**src/rtl/reaction_pkg.sv**
```systemverilog
// Shared constants for the reaction-time game: clock rate, timer ceiling,
// derived prescaler length, timer width and the LFSR step function.
package reaction_pkg;

   localparam int          CLK_HZ       = 50_000_000;
   localparam int          MAX_MS       = 2047;
   localparam int          TICKS_PER_MS = CLK_HZ / 1000;
   localparam int          TIMER_W      = $clog2(MAX_MS);
   localparam int          MIN_DELAY_MS = 1000;
   localparam logic [15:0] LFSR_SEED    = 16'hACE1;

   // 16-bit Fibonacci step, taps 16,14,13,11, shifting towards the MSB.
   function automatic logic [15:0] lfsr16_next(input logic [15:0] s);
      return {s[14:0], s[15] ^ s[13] ^ s[12] ^ s[10]};
   endfunction

endpackage

```
**src/rtl/ms_timer_if.sv**
```systemverilog
// Control/status bundle between the reaction-time FSM (master) and ms_timer (slave).
interface ms_timer_if
   import reaction_pkg::*;
#(
   parameter int W = TIMER_W
);

   // Master drives timer_reset/up/enable as plain levels sampled every clock;
   // slave returns registered status; ms_tick and expired are one-cycle pulses.
   logic         timer_reset;
   logic         up;
   logic         enable;
   logic [W-1:0] timer_value;
   logic         ms_tick;
   logic         expired;
   logic         saturated;

   modport master (
      output timer_reset,
      output up,
      output enable,
      input  timer_value,
      input  ms_tick,
      input  expired,
      input  saturated
   );

   modport slave (
      input  timer_reset,
      input  up,
      input  enable,
      output timer_value,
      output ms_tick,
      output expired,
      output saturated
   );

endinterface

```
**src/rtl/lfsr16.sv**
```systemverilog
// Free-running 16-bit Fibonacci LFSR; advances every clock, seeded on reset.
module lfsr16
   import reaction_pkg::*;
#(
   parameter logic [15:0] SEED = reaction_pkg::LFSR_SEED
) (
   input  logic        clk,
   input  logic        rst,
   output logic [15:0] q
);

   always_ff @(posedge clk or posedge rst) begin
      if (rst) begin
         q <= SEED;
      end else begin
         q <= lfsr16_next(q);
      end
   end

endmodule

```
**src/rtl/ms_timer.sv**
```systemverilog
// Millisecond timer: prescaler producing a 1 ms tick, and a saturating
// up/down ms counter with a random-delay load for the down direction.
module ms_timer
   import reaction_pkg::*;
#(
   parameter int          CLK_HZ       = reaction_pkg::CLK_HZ,
   parameter int          MAX_MS       = reaction_pkg::MAX_MS,
   parameter int          MIN_DELAY_MS = reaction_pkg::MIN_DELAY_MS,
   parameter logic [15:0] LFSR_SEED    = reaction_pkg::LFSR_SEED
) (
   input  logic     clk,
   input  logic     rst,
   ms_timer_if.slave bus
);

   localparam int W     = $clog2(MAX_MS);
   localparam int TICKS = CLK_HZ / 1000;
   localparam int PW    = (TICKS > 1) ? $clog2(TICKS) : 1;

   localparam logic [PW-1:0] PRESC_LAST = PW'(TICKS - 1);
   localparam logic [W-1:0]  MAX_V      = W'(MAX_MS);
   localparam logic [W-1:0]  MIN_V      = W'(MIN_DELAY_MS);

   if (MIN_DELAY_MS + 2 ** (W - 1) - 1 > MAX_MS) begin : g_bad_delay_range
      $error("ms_timer: MIN_DELAY_MS + 2**(W-1) - 1 exceeds MAX_MS");
   end
   if (LFSR_SEED == 16'h0000) begin : g_bad_seed
      $error("ms_timer: LFSR_SEED must be non-zero");
   end
   if (TICKS < 2) begin : g_bad_clk
      $error("ms_timer: CLK_HZ must give at least two clocks per ms");
   end

   logic [15:0]   lfsr_q;
   logic [PW-1:0] presc_q, presc_d;
   logic [W-1:0]  value_q, value_d;
   logic          expired_q, expired_d;
   logic          tick;
   logic [W-1:0]  load_v;
   logic          lfsr_unused;

   lfsr16 #(
      .SEED (LFSR_SEED)
   ) u_lfsr (
      .clk (clk),
      .rst (rst),
      .q   (lfsr_q)
   );

   // Only the low W-1 bits feed the random delay; the rest just keep the sequence long.
   assign lfsr_unused = ^lfsr_q[15:W-1];
   assign load_v      = MIN_V + {1'b0, lfsr_q[W-2:0]};
   assign tick        = (presc_q == PRESC_LAST);

   always_comb begin
      presc_d   = presc_q;
      value_d   = value_q;
      expired_d = 1'b0;
      if (bus.timer_reset) begin
         presc_d = '0;
         value_d = bus.up ? '0 : load_v;
      end else begin
         presc_d = tick ? '0 : presc_q + PW'(1);
         if (bus.enable && tick) begin
            if (bus.up) begin
               if (value_q < MAX_V) value_d = value_q + W'(1);
            end else if (value_q != '0) begin
               value_d   = value_q - W'(1);
               expired_d = (value_q == W'(1));
            end
         end
      end
   end

   always_ff @(posedge clk or posedge rst) begin
      if (rst) begin
         presc_q   <= '0;
         value_q   <= '0;
         expired_q <= 1'b0;
      end else begin
         presc_q   <= presc_d;
         value_q   <= value_d;
         expired_q <= expired_d;
      end
   end

   // All status outputs derive from registers only, so inputs reach them one clock later.
   assign bus.timer_value = value_q;
   assign bus.ms_tick     = tick;
   assign bus.expired     = expired_q;
   assign bus.saturated   = (value_q == MAX_V);

endmodule

```
**src/flat_wrapper.sv**
```systemverilog
// flat-port wrapper written by rule: the top's interface ports become plain ports
module ms_timer_flat import reaction_pkg::*;
#(
   parameter int          CLK_HZ       = reaction_pkg::CLK_HZ,
   parameter int          MAX_MS       = reaction_pkg::MAX_MS,
   parameter int          MIN_DELAY_MS = reaction_pkg::MIN_DELAY_MS,
   parameter logic [15:0] LFSR_SEED    = reaction_pkg::LFSR_SEED
)
  (clk, rst, bus_timer_reset, bus_up, bus_enable, bus_timer_value, bus_ms_tick, bus_expired, bus_saturated);
  ms_timer_if bus_i ();
  input  logic clk;
  input  logic rst;
  input wire logic [$bits(bus_i.timer_reset)-1:0] bus_timer_reset;
  input wire logic [$bits(bus_i.up)-1:0] bus_up;
  input wire logic [$bits(bus_i.enable)-1:0] bus_enable;
  output wire logic [$bits(bus_i.timer_value)-1:0] bus_timer_value;
  output wire logic [$bits(bus_i.ms_tick)-1:0] bus_ms_tick;
  output wire logic [$bits(bus_i.expired)-1:0] bus_expired;
  output wire logic [$bits(bus_i.saturated)-1:0] bus_saturated;
  assign bus_i.timer_reset = bus_timer_reset;
  assign bus_i.up = bus_up;
  assign bus_i.enable = bus_enable;
  assign bus_timer_value = bus_i.timer_value;
  assign bus_ms_tick = bus_i.ms_tick;
  assign bus_expired = bus_i.expired;
  assign bus_saturated = bus_i.saturated;
  ms_timer #(.CLK_HZ(CLK_HZ), .MAX_MS(MAX_MS), .MIN_DELAY_MS(MIN_DELAY_MS), .LFSR_SEED(LFSR_SEED)) u_core (.clk(clk), .rst(rst), .bus(bus_i));
endmodule
```
**config.mk**
```make
export PLATFORM = sky130hd
export DESIGN_NAME = ms_timer_flat
export DESIGN_NICKNAME = d
export VERILOG_FILES = /design/src/rtl/reaction_pkg.sv /design/src/rtl/ms_timer_if.sv /design/src/rtl/lfsr16.sv /design/src/rtl/ms_timer.sv /design/src/flat_wrapper.sv
export SDC_FILE = /design/constraint.sdc
export NUM_CORES = 1
export LEC_CHECK = 0
export CORE_MARGIN = 1
export CORE_UTILIZATION = 45
export DETAILED_ROUTE_END_ITERATION = 8
export SLEW_MARGIN = 5
export SYNTH_ARGS = -nofsm -noshare
export SYNTH_HDL_FRONTEND = slang
export SYNTH_SLANG_ARGS = --single-unit
```
**constraint.sdc**
```tcl
create_clock -name clk -period 3.23 [get_ports clk]
set_clock_uncertainty 0.2 [all_clocks]
set_input_delay 0.4845 -clock clk [delete_from_list [all_inputs] [get_ports clk]]
set_output_delay 0.4845 -clock clk [all_outputs]
set_load 0.03 [all_outputs]
```
After elaboration in Yosys (flattened, before gate mapping)
Index checks and enable logic that the tools add are counted.

storage, ports and cells
  bits in registers = 44
  input bits = 5
  output and inout bits = 14
  word-level logic and storage cells = 33

cells by class
  add/subtract/negate cells = 4
  order comparisons = 1
  eq/ne operators = 4
  mux-type cells = 12
  bitwise gates (word level) = 3
  reduce and logical (&&, ||, !) cells = 5

operators by type and width
  cell                                                    count
  2-to-1 mux 11 bit                                       6
  2-to-1 mux 16 bit                                       2
  adder 16 x 1 -> 16 bit (second input constant)          1
  == test 16 bit (second input constant)                  1
  adder 10 x 10 -> 11 bit (first input constant)          1
  adder 11 x 1 -> 11 bit (second input constant)          1
  == test 11 x 1 -> 1 bit (second input constant)         1
  == test 11 bit (second input constant)                  1
  less-than comparator 11 bit (second input constant)     1
  nonzero test 11 bit                                     1
  subtractor 11 x 1 -> 11 bit (second input constant)     1
  2-to-1 mux 1 bit                                        4
  inequality test 3 x 2 -> 1 bit (second input constant)  1
  AND reduction 3 bit                                     1
  nonzero test 3 bit                                      1
  bitwise XOR 1 bit                                       3
  nonzero test 2 bit                                      1
  logical AND 1 bit                                       1

Logic depth before layout (Yosys ltp)
  depth after elaboration = 5
  depth in mapped cells = 7
  mapped depth without buffers = 7

Cells and area by module
A second synthesis with hierarchy kept.

second synthesis, totals
  cell total of the unflattened synthesis = 232
  area, all modules = 2321.0 µm²

by module, submodules not included
  module    instances  cells each  area each (µm²)  seq. area each (µm²)
  ms_timer  1          212         1880.6           700.7
  lfsr16    1          20          440.4            410.4

Least setup slack after synthesis
OpenSTA, ideal clock, no wires.

  kind = flip-flop to flip-flop
  from = reg u_core.value_q[0] (netlist: u_core.bus.timer_value[0])
  to = reg u_core.value_q[1] (netlist: u_core.bus.timer_value[1])
  setup time = 0.128 ns
  data arrival time = 2.380 ns
  data required time = 2.902 ns
  setup slack = 0.523 ns
  cell stages (with the launch flop) = 8
  buffers on the path = 0
  period minus slack after synthesis = 2.707 ns
  path through = dfrtp_1 -> inv_1 -> ha_1 -> or3b_1 -> or4_1 -> or3_1 -> o21ai_2 -> mux2_1

between the ends
  cells in the longest elaborated chain, start to end = 5
  elaborated cells on any way between the ends = 12
  classes of those cells = add/sub (2); order compare (1); eq/ne (1); mux (5); reduce/logical (3)

RTL lines
  item                                                                          RTL line                        source
  from (decl)                                                                   ms_timer.sv:36                  logic [W-1:0] value_q, value_d;
  from (signal assigned)                                                        ms_timer.sv:82                  value_q <= value_d;
  subtractor 11 x 1 -> 11 bit / adder 11 x 1 -> 11 bit (equally long branches)  ms_timer.sv:68, ms_timer.sv:66
  2-to-1 mux 11 bit (on tied branches)                                          ms_timer.sv:67, ms_timer.sv:66
  2-to-1 mux 11 bit                                                             ms_timer.sv:65                  if (bus.up) begin
  2-to-1 mux 11 bit                                                             ms_timer.sv:64                  if (bus.enable && tick) begin
  2-to-1 mux 11 bit                                                             ms_timer.sv:59                  if (bus.timer_reset) begin

Several ways; a longest one is shown, not always the timed one. The select of a mux whose other input is x is not followed.
A chain may end at the register's enable or synchronous reset.

Final worst setup path
  from = reg u_core.value_q[4] (netlist: u_core.bus.timer_value[4])
  to = out bus_saturated

between the ends
  cells in the longest elaborated chain, start to end = 1

RTL lines
  item            RTL line            source
  == test 11 bit  ms_timer.sv:91      assign bus.saturated = (value_q == MAX_V);
  to (decl)       flat_wrapper.sv:19  output wire logic [$bits(bus_i.saturated)-1:0] bus_saturated;

Every way passes these cells.

==> results.sh <==
export IMPL_n_fill_cell=434
export IMPL_antenna_found_initial=0
export IMPL_pwr_share_seq_pct=54.8
export IMPL_ioPinCount=19
export IMPL_drc=0
export IMPL_overflow=0
export IMPL_setup_tns_ns=0
export IMPL_synth_area_mm2=0.002326
export IMPL_coreArea_mm2=0.004848
export IMPL_p_int_uw=772.4
export IMPL_htreeDepth=2
export IMPL_cts_buffers=5
export IMPL_multi_input_area_mm2=0.001142
export IMPL_rrSetupSlack_ns=0.50
export IMPL_combPwrFrac_pct=13.3
export IMPL_wl_met2_um=2094
export IMPL_worst_slew_pin_slew_ns=0.8730
export IMPL_clk_insertion_delay_late_ns=0.30
export IMPL_p_per_area_mw_per_mm2=394.2
export IMPL_hold_path_depth=0
export IMPL_muxShareOfSynthArea_pct=2.205
export IMPL_grt_util_all_layers_pct=21.15
export IMPL_synth_top_family_by_area="simple AND/OR/NAND/NOR gates"
export IMPL_port_buffers=18
export IMPL_power_leakage_nw=1.125
export IMPL_yosys_area_share_adder_pct=2.690
export IMPL_antenna_cells=0
export IMPL_stdcell_area_mm2=0.002708
export IMPL_cp_startpoint="u_core.bus.timer_value[4]"
export IMPL_fmax_mhz=339.1
export IMPL_post_cts_buffers=0
export IMPL_avgRoutedWirePerCell_um=15.02
export IMPL_place_congestion=0.8742
export IMPL_mostFrequentLayoutCells="dfrtp_1, nor2_1, clkdlybuf4s50_1"
export IMPL_ys_ff_latch=44
export IMPL_r2r_cells=7
export IMPL_first_iter_violations=156
export IMPL_required_ns=2.55
export IMPL_syn_mean_instance_area_um2=9.814
export IMPL_ctsResizeCount=0
export IMPL_rows=25
export IMPL_layout_min_cycle_time_ns=2.949
export IMPL_drive_above_1_share_pct=11.36
export IMPL_pre_cts_ws_ns=0.1302
export IMPL_die_x_um=73.90
export IMPL_final_antenna_net_count=0
export IMPL_hold_path_startpoint="u_core.u_lfsr.q[14]"
export IMPL_routed_wirelength_um=4970
export IMPL_syn_to_final_growth_pct=16.41
export IMPL_cts_sinks=44
export IMPL_grt_pass1_wl_um=8487
export IMPL_firstDrtPassIters=4
export IMPL_whs_endpoint="u_core.u_lfsr.q[15]"
export IMPL_finalSetupViolations=0
export IMPL_drt_met1_wl_um=2597
export IMPL_cts_buffer_depth=2
export IMPL_period_share_pct=91.30
export IMPL_status="complete, no violations"
export IMPL_place_inst=323
export IMPL_grt_pass1_vias=1698
export IMPL_path_buf_inv=1
export IMPL_cts_root_buf="clkbuf_8"
export IMPL_critPathMaxFanout=7
export IMPL_slew_headroom_pct=41.59
export IMPL_holdBufCountCts=0
export IMPL_hold_path_class="reg2reg"
export IMPL_syn_instance_count=237
export IMPL_cts_tree="yes"
export IMPL_power_mw=1.067
export IMPL_wl_met3_um=207
export IMPL_ir_worst_vdd_mv=0.2698
export IMPL_power_switching_uw=294.9
export IMPL_regArea_mm2=0.001111
export IMPL_crit_chain="nand4_1, or2_2, nor3_1, clkdlybuf4s50_1"
export IMPL_rsz0062_at_grt="false"
export IMPL_ys_warn_count=0
export IMPL_yosys_area_share_simple_pct=24.91
export IMPL_layout_commonest_cell="dfrtp_1"
export IMPL_hold_violations=0
export IMPL_swShare_pct=27.63
export IMPL_cap_viol_max_count=0
export IMPL_clk_pin_slew_ns=0.08
export IMPL_worstSetupEndpointType="output port"
export IMPL_finalNetCount=273
export IMPL_grt_max_degree=45
export IMPL_cp_start_kind="flip-flop"
export IMPL_die_area_mm2=0.005460
export IMPL_drt_vias_per_instance=5.598
export IMPL_setup_slack_ns=0.2810
export IMPL_synthXorXnorAreaFrac_pct=8.284
export IMPL_dp_hpwl_um=3473
export IMPL_highest_layer="met4"
export IMPL_vias=1853
export IMPL_cp_slowest_cell="clkdlybuf4s50_1"
export IMPL_r2r_start="u_core.bus.timer_value[1]"
export IMPL_arrival_ns=2.26
export IMPL_initial_core_util_pct=47.97
export IMPL_max_stage_delay_ns=0.70
export IMPL_syn_num_nets=247
export IMPL_postPlaceCellArea_mm2=0.002623
export IMPL_synth_compound_area_share_pct=11.03
export IMPL_r2r_end="u_core.bus.timer_value[1]"
export IMPL_synthDistinctLibCells=46
export IMPL_slew_viol_final=0
export IMPL_crit_family="simple AND/OR/NAND/NOR gates"
export IMPL_clkPwrFrac_pct=31.9
export IMPL_crit_type="reg2out"
export IMPL_stdcell_count=331
export IMPL_dieHeight_um=73.90
export IMPL_synth_yosys_seq_area_share_pct=47.77
==> synthesized netlist by cell type (all sizes together) <==
master | instances | share of area (%)
nor3 | 6 | 1.3
nor4b | 3 | 1.1
o21ai | 6 | 1.5
nand3b | 1 | 0.32
nand2b | 1 | 0.27
a21o | 1 | 0.32
and3 | 3 | 0.81
inv | 12 | 1.9
a31oi | 1 | 0.27
or3 | 2 | 0.54
buf | 1 | 0.21
a211oi | 1 | 0.32
xor2 | 10 | 3.8
a31o | 1 | 0.38
a2111oi | 1 | 0.38
dfrtp | 36 | 39
mux2 | 1 | 0.48
ha | 5 | 2.7
or2 | 4 | 1.1
mux2i | 4 | 1.7
o211a | 1 | 0.43
or4 | 6 | 2.1
nand3 | 17 | 3.7
o22a | 1 | 0.38
dfstp | 8 | 9.0
clkbuf | 6 | 0.97
nor4 | 6 | 1.6
nand2 | 11 | 1.8
o22ai | 1 | 0.27
o211ai | 5 | 1.6
nor2b | 3 | 0.81
a22oi | 1 | 0.32
o32ai | 4 | 1.5
and4b | 1 | 0.43
and4 | 2 | 0.75
nand4b | 3 | 1.1
nand4 | 8 | 2.2
o21a | 1 | 0.32
or3b | 1 | 0.38
a21oi | 4 | 0.86
nor2 | 29 | 4.7
xnor2 | 12 | 4.5
a211o | 5 | 1.9
o31ai | 1 | 0.32
==> layer usage <==
layer	up-vias	GRT usage, %
met5	-	0
met4	0	7.906
met3	8	3.704
met2	46	30.38
met1	881	31.66
li1	918	-
==> stage by stage <==
step | utilization [%] | hold WS (ns)
floorplan | - | 0.1330
global placement | 54.09 | 0.1348
detailed placement | 54.09 | 0.1418
CTS | 55.85 | 0.1598
global route | 55.85 | 0.1614
finish | 55.85 | 0.1603
==> registers in the layout, summed over array words and instances, names as in the netlist <==
name / cells
u_core.bus.expired: 1
u_core.u_lfsr.q: 16
u_core.presc_q: 16
u_core.bus.timer_value: 11
==> area by class of cell <==
type	count	area share, %
clock inverter	2	0.4621
clock buffer	6	2.680
sequential	44	41.04
multi-input combinational	174	42.19
tap	67	3.096
timing repair buffer	26	8.872
inverter	12	1.664
==> how the worst max path moves through the flow <==
stage / endpoint / slack [ns] / cells after the start
after global routing: bus_ms_tick / 0.06 / 3
final: bus_saturated / 0.28 / 4
after floorplan: u_core.bus.timer_value[1] / 0.52 / 7
after CTS: bus_ms_tick / 0.26 / 3
after global placement: u_core.bus.timer_value[1] / 0.18 / 6
after detailed placement: u_core.bus.timer_value[1] / 0.13 / 6
==> cells by family (layout without fill, tap and decap cells) <==
family	after synthesis	after routing
AOI/OAI and AO/OA	35	35
DFF	44	44
and+or+nand+nor	107	107
buffers and inverters	19	46
adders and majority gates	5	5
muxes	5	5
xor gates and xnor gates	22	22
==> power groups by stage <==
| stage | combinational [mW] | clock (mW) | sequential (mW) |
|---|---|---|---|
| 2_1_floorplan | 0.0719 | 0 | 0.610 |
| 3_3_place_gp | 0.143 | 0 | 0.595 |
| 3_5_place_dp | 0.142 | 0 | 0.595 |
| 4_1_cts | 0.143 | 0.358 | 0.584 |
| 5_1_grt | 0.157 | 0.377 | 0.587 |
| 6_report | 0.142 | 0.341 | 0.585 |
Power figures use the tool's default switching activity.
